[config.mk]
export PLATFORM = sky130hd
export DESIGN_NAME = bram_bank_router
export DESIGN_NICKNAME = d
export VERILOG_FILES = /design/src/rtl/bram_bank_router_pkg.sv /design/src/rtl/bram_bank_router_rd_tag_pipe.sv /design/src/rtl/bram_bank_router.sv
export SDC_FILE = /design/constraint.sdc
export NUM_CORES = 1
export LEC_CHECK = 0
export CORE_AREA = 2 2 407 409
export CTS_CLUSTER_DIAMETER = 60
export CTS_CLUSTER_SIZE = 16
export DETAILED_ROUTE_END_ITERATION = 6
export DIE_AREA = 0 0 409 411
export GPL_ROUTABILITY_DRIVEN = 0
export HOLD_SLACK_MARGIN = 0.05
export PLACE_DENSITY = 0.3
export SETUP_SLACK_MARGIN = 0.2
export SYNTH_ARGS = -nofsm -noshare
export SYNTH_HDL_FRONTEND = slang
export SYNTH_HIERARCHICAL = 1
export SYNTH_SLANG_ARGS = --single-unit
[constraint.sdc]
create_clock -name clk -period 2.3 [get_ports clk]
set_input_delay 0.345 -clock clk [delete_from_list [all_inputs] [get_ports clk]]
set_output_delay 0.345 -clock clk [all_outputs]
set_load 0.02 [all_outputs]
[src/rtl/bram_bank_router_pkg.sv]
// Shared definitions for the BRAM bank router.
//   - sel_w_f / be_w_f : derive the bank-select width and byte-enable width
//     from the instance parameters (N_BANKS, DATA_W).
//   - SEL_W / BE_W     : the same constants for the default configuration.
//   - rd_tag_t         : tag carried down the read-tracking pipeline
//                        {valid, in_range, sel}.
package bram_bank_router_pkg;

  // Widest bank select that is ever needed (N_BANKS <= 64).
  localparam int TAG_SEL_W = 6;

  function automatic int sel_w_f(input int n_banks);
    return (n_banks <= 1) ? 1 : $clog2(n_banks);
  endfunction

  function automatic int be_w_f(input int data_w);
    return data_w / 8;
  endfunction

  localparam int SEL_W = sel_w_f(25);
  localparam int BE_W  = be_w_f(32);

  typedef struct packed {
    logic                 valid;
    logic                 in_range;
    logic [TAG_SEL_W-1:0] sel;
  } rd_tag_t;

  localparam int TAG_W = $bits(rd_tag_t);

endpackage

[src/rtl/bram_bank_router_rd_tag_pipe.sv]
// rd_tag_pipe: fixed-depth shift pipeline for read tags.
// A tag is presented every cycle (valid=0 when nothing was issued) and
// emerges at out_tag exactly DEPTH clock edges later.
//   clk, rst_n : clock, asynchronous active-low reset (flushes all stages)
//   in_tag     : tag entering stage 0
//   out_tag    : tag at the tail stage
module rd_tag_pipe #(
  parameter int DEPTH = 1,
  parameter int TAG_W = 8
) (
  input  logic             clk,
  input  logic             rst_n,
  input  logic [TAG_W-1:0] in_tag,
  output logic [TAG_W-1:0] out_tag
);

  logic [TAG_W-1:0] stages [DEPTH];

  always_ff @(posedge clk or negedge rst_n) begin
    if (!rst_n) begin
      for (int i = 0; i < DEPTH; i++) stages[i] <= '0;
    end else begin
      stages[0] <= in_tag;
      for (int i = 1; i < DEPTH; i++) stages[i] <= stages[i-1];
    end
  end

  assign out_tag = stages[DEPTH-1];

endmodule

[src/rtl/bram_bank_router.sv]
// bram_bank_router: decodes a bank field from the access address, fans the
// strobe and byte enables out to one of N_BANKS BRAMs, and routes the read
// data of the selected bank back once the BRAM read latency has elapsed.
// Out-of-range accesses are flagged, counted and the first address kept.
//   clk, rst_n            : clock, asynchronous active-low reset
//   addr, bram_en, bram_we: access address, strobe, byte write enables
//   bram_en_out/we_out    : per-bank strobes / byte enables (combinational)
//   bram_data_in          : bank k read data at [k*DATA_W +: DATA_W]
//   bram_data_out,rd_valid: routed read data and its qualifier
//   err_clr               : clears the error state
//   addr_err,err_addr,err_cnt : sticky flag, first bad address, sat. count
//
// Handshake: there is no back-pressure. A read (bram_en=1, bram_we=0) is
// accepted every cycle it is strobed; rd_valid is a single-cycle qualifier
// for bram_data_out and bram_data_out is 0 whenever rd_valid is 0.
module bram_bank_router
  import bram_bank_router_pkg::*;
#(
  parameter int N_BANKS   = 25,
  parameter int DATA_W    = 32,
  parameter int ADDR_W    = 32,
  parameter int BANK_LSB  = 12,
  parameter int BANK_W    = 8,
  parameter int BASE_BANK = 0,
  parameter int RD_LAT    = 1,
  parameter int OUT_REG   = 0
) (
  input  logic                           clk,
  input  logic                           rst_n,
  input  logic [ADDR_W-1:0]              addr,
  input  logic                           bram_en,
  input  logic [DATA_W/8-1:0]            bram_we,
  output logic [N_BANKS-1:0]             bram_en_out,
  output logic [N_BANKS*(DATA_W/8)-1:0]  bram_we_out,
  input  logic [N_BANKS*DATA_W-1:0]      bram_data_in,
  output logic [DATA_W-1:0]              bram_data_out,
  output logic                           rd_valid,
  input  logic                           err_clr,
  output logic                           addr_err,
  output logic [ADDR_W-1:0]              err_addr,
  output logic [15:0]                    err_cnt
);

  localparam int BEW = be_w_f(DATA_W);

  logic [BANK_W-1:0] field;
  logic [BANK_W-1:0] sel;
  logic              in_range;
  logic              access_err;
  rd_tag_t           push_tag;
  rd_tag_t           tail_tag;
  logic [TAG_W-1:0]  tail_bits;
  logic [DATA_W-1:0] tail_data;

  // Decode. The subtraction wraps for fields below BASE_BANK, so the
  // lower bound is checked on the raw field.
  assign field    = addr[BANK_LSB +: BANK_W];
  assign sel      = field - BANK_W'(BASE_BANK);
  assign in_range = (field >= BANK_W'(BASE_BANK)) && (32'(sel) < 32'(N_BANKS));

  always_comb begin
    bram_en_out = '0;
    bram_we_out = '0;
    for (int k = 0; k < N_BANKS; k++) begin
      if (bram_en && in_range && (sel == BANK_W'(k))) begin
        bram_en_out[k]             = 1'b1;
        bram_we_out[k*BEW +: BEW]  = bram_we;
      end
    end
  end

  // Every cycle pushes a tag; only reads carry valid=1. Out-of-range reads
  // still travel so the requester sees a (zero-data) response.
  always_comb begin
    push_tag          = '0;
    push_tag.valid    = bram_en && (bram_we == '0);
    push_tag.in_range = in_range;
    push_tag.sel      = TAG_SEL_W'(sel);
  end

  rd_tag_pipe #(
    .DEPTH (RD_LAT),
    .TAG_W (TAG_W)
  ) u_rd_tag_pipe (
    .clk     (clk),
    .rst_n   (rst_n),
    .in_tag  (push_tag),
    .out_tag (tail_bits)
  );

  assign tail_tag = rd_tag_t'(tail_bits);

  // Route with the sel captured at issue time, never the live address.
  always_comb begin
    tail_data = '0;
    if (tail_tag.valid && tail_tag.in_range) begin
      for (int k = 0; k < N_BANKS; k++) begin
        if (tail_tag.sel == TAG_SEL_W'(k)) tail_data = bram_data_in[k*DATA_W +: DATA_W];
      end
    end
  end

  generate
    if (OUT_REG != 0) begin : g_out_reg
      always_ff @(posedge clk or negedge rst_n) begin
        if (!rst_n) begin
          rd_valid      <= 1'b0;
          bram_data_out <= '0;
        end else begin
          rd_valid      <= tail_tag.valid;
          bram_data_out <= tail_data;
        end
      end
    end else begin : g_out_comb
      assign rd_valid      = tail_tag.valid;
      assign bram_data_out = tail_data;
    end
  endgenerate

  // Error tracking. A simultaneous clear and error restarts the record
  // from this error rather than dropping it.
  assign access_err = bram_en && !in_range;

  always_ff @(posedge clk or negedge rst_n) begin
    if (!rst_n) begin
      addr_err <= 1'b0;
      err_addr <= '0;
      err_cnt  <= '0;
    end else if (access_err) begin
      addr_err <= 1'b1;
      if (err_clr)                 err_cnt <= 16'd1;
      else if (err_cnt != 16'hFFFF) err_cnt <= err_cnt + 16'd1;
      if (err_clr || !addr_err)    err_addr <= addr;
    end else if (err_clr) begin
      addr_err <= 1'b0;
      err_addr <= '0;
      err_cnt  <= '0;
    end
  end

endmodule

==> impl_metrics.toml, run 1 <==
[run_status]
status = "finished with violations"
violations = "setup timing"

[route]
drt_first_iter_violations = 1301
avgRoutedWirePerCell_um = 35.7
drc = 0
finalWirelength_um = 189000
via_per_inst = 3.84
dr_total_vias = 20400
drtAntennaViolNets = 0
drtPass1Iterations = 7

[timing]
worst_slack_ns = -1.14
finalCritPeriodShare_pct = 150
worstMarginPinSlew_ns = 1.04
relSlewSlack_pct = 30.6
clock.fmax_ghz = 0.290
maxSlewViolCount = 0
setup_viol = 109
rsz0062_at_grt = "yes"
hold_slack_ns = 0.311
post-route-min-period_ns = 3.44
skew_ns = 0.0139
final-hold-violation-count = 0

[power_and_ir_drop]
total_power_w = 0.00731
peakVddDrop_mv = 0.273
leakagePower_nw = 13.2
power_density_nw_per_um2 = 212

[yosys]
ys_ff_latch = 57
synthTopCellsByArea = "dfrtp_1 (14%), mux4_2 (8.4%), and2_1 (6.4%)"
async_flop_share_pct = 100
synth_cell_types = 82
synth_cells = 1402
syn_area_um2 = 10400
synth_flop_cell = "dfrtp_1"
synth_nets = 2243
yosys.area.top_type = "dfrtp_1"
ys_seq_area_share_pct = 13.7
synth_warnings = 6
synth_top_area_share_pct = 13.7
avgSynthCellArea_um2 = 7.42
synth_edf_count = 0

[critical_path]
reg2reg_from = "err_cnt[6]$_DFFE_PN0P_"
rr_endpoint = "err_cnt[2]$_DFFE_PN0P_"
cp-end-kind = "output pin"
worstPathMaxFanout = 14
worst-setup-path-type = "flop to output pin"
r2r_cells = 9
worstPathArrival_ns = 3.10
startpoint = "u_rd_tag_pipe/out_tag[2]$_DFF_PN0_"
required_ns = 1.96
r2r_setup_slack_ns = 0.37
endpoint = "bram_data_out[4]"
startpoint_type = "flop"

[clock_tree]
cts_buffer_depth = 2
htreeDepth = 3
numCtsBuffers = 9
path_clk_slew_ns = 0.06
clk_latency_ns = 0.38
cts-root-buf = "clkbuf_16"
cts_sinks = 57
cts_tree = "built"

[global_route]
antenna_found_initial = 147
overflow = 0
grt_pass1_vias = 20900
grt_max_degree = 34
grt_pass1_wl_um = 234000
grtUsageTotal_pct = 21.5

[place]
io_buffer_count = 1046
post_dp_cell_area_um2 = 28400
dp.cells = 5021
dpl.hpwl_um = 167000

[die]
initial_core_util_pct = 6.35
rows = 149
pin_count = 1047
fp.dieH_um = 411
die_x_um = 409
die_area_um2 = 168000
core_area_um2 = 164000

[final_layout]
final_nets = 3922
final_cell_area_um2 = 34400
synthToLayoutAreaGrowth_pct = 231
finalNonFillerCells = 5304
num-fill-cells = 18100
fin_util_pct = 21.0
drive_gt1_share_pct = 46.6

[flow_run]
drv_cap = 0

[hold_path]
worstHoldPathType = "primary input to flop"
[cell usage in the layout, fill, tap and decap left out, types with 30 or more instances in the layout]
master / count
a21oi_1: 81
a22o_1: 37
a22oi_1: 45
and2_4: 100
buf_12: 117
buf_4: 440
buf_6: 324
buf_8: 35
clkdlybuf4s50_1: 876
dfrtp_1: 52
mux2i_1: 42
mux4_2: 39
nand2_1: 71
nand3_1: 30
nor2_1: 92
nor2_4: 41
o21ai_0: 65
[kinds of logic (layout without fill, tap and decap cells)]
logic type | after synthesis | after routing | synth area share [%]
AND/OR/NAND/NOR | 496 | 496 | 24.7
buffers and inverters | 155 | 1838 | 7.01
other | 0 | 29 | 0
XOR/XNOR | 10 | 10 | 0.842
AO/OA/AOI/OAI | 571 | 572 | 38.0
multiplexers | 112 | 112 | 15.7
flip-flops | 57 | 57 | 13.7
adder cells (fa/ha/maj) | 1 | 1 | 0.120
[worst min-delay path by stage]
stage	start	slack, ns	cells past startpoint	to
2_1_floorplan	rst_n	0.05	0	addr_err$_DFFE_PN0P_
3_3_place_gp	rst_n	0.42	1	err_addr[25]$_DFFE_PN0P_
3_5_place_dp	rst_n	0.43	1	err_addr[25]$_DFFE_PN0P_
4_1_cts	addr[17]	0.28	2	u_rd_tag_pipe/out_tag[5]$_DFF_PN0_
5_1_grt	addr[17]	0.28	2	u_rd_tag_pipe/out_tag[5]$_DFF_PN0_
6_report	addr[17]	0.31	2	u_rd_tag_pipe/out_tag[5]$_DFF_PN0_
[registers in the layout, indices dropped and copies added, names as in the netlist]
register and count:
addr_err 1, err_cnt 16, err_addr 32, u_rd_tag_pipe/out_tag 8
[cell type report]
type                            count  area, um2  share of cell area [%]
Clock inverter                      6       51.3                   0.149
Inverter                           14       52.6                   0.153
Antenna cell                       29       72.6                   0.211
Clock buffer                       10        239                   0.694
Timing Repair Buffer             1808      18900                    54.8
Tap cell                         2189       2740                    7.96
Multi-Input combinational cell   1191      11000                    31.9
Sequential cell                    57       1440                    4.18
[cell usage after synthesis (all sizes together) (12+ instances only)]
master,instances
a22oi,70
and2,106
or3,12
a221oi,32
clkbuf,62
o22ai,38
o221ai,22
o21ai,97
a211oi,28
o211ai,16
a31oi,17
mux2i,53
a21oi,112
nand3,35
nor3,43
nand2,89
nor2,140
inv,14
mux2,20
a22o,40
mux4,39
dfrtp,57
buf,79
[routing by layer]
metal	share of wire, %	vias up	GRT usage [%]
li1	-	8904	-
met1	38	10100	24.3
met2	51	956	38.9
met3	8.3	260	7.24
met4	2.3	104	4.75
met5	0.34	-	0
[power by group]
part | internal, W | switching, W
Clock | 0.000772 | 0.000660
Sequential | 0.00107 | 0.0000611
Combinational | 0.00262 | 0.00213
Total | 0.00446 | 0.00285
[per-stage QoR]
step | setup WS (ns) | setup TNS [ns]
2_1_floorplan | -0.176 | -1.42
3_3_place_gp | -1.57 | -163.55
5_1_grt | -1.22 | -50.18
3_5_place_dp | -1.56 | -166.39
6_report | -1.14 | -41.90
4_1_cts | -1.31 | -43.47
[worst max-delay path: stages, from the launching register on]
cell and delay [ns]:
dfrtp_4 0.50, buf_8 0.14, buf_12 0.12, buf_16 0.14, nand4bb_4 0.15, buf_6 0.17
nor2_4 0.05, buf_4 0.13, buf_12 0.15, a222oi_1 0.48, nand3_1 0.23, a21oi_2 0.20
a21oi_4 0.09, buf_12 0.14
[what timing repair did]
action                                  in CTS  in global routing
setup buffers                              154                 76
cloned                                       5                  2
resized for setup                         1172                361
endpoints found under the setup margin     205                176
pin swaps                                  124                101
hold buffers                                 1                  0
endpoints found under the hold margin       32                  0
No activity file was read; power rests on OpenSTA's default activity.
==> run 2: changes to the inputs <==
--- a/config.mk
+++ b/config.mk
@@ -5,6 +5,7 @@
 export SDC_FILE = /design/constraint.sdc
 export NUM_CORES = 1
 export LEC_CHECK = 0
+export ABC_AREA = 0
 export CORE_AREA = 2 2 407 409
 export CTS_CLUSTER_DIAMETER = 60
 export CTS_CLUSTER_SIZE = 16
==> results of run 2 <==
Final layout, timing and power as in run 1 (identical DEF).
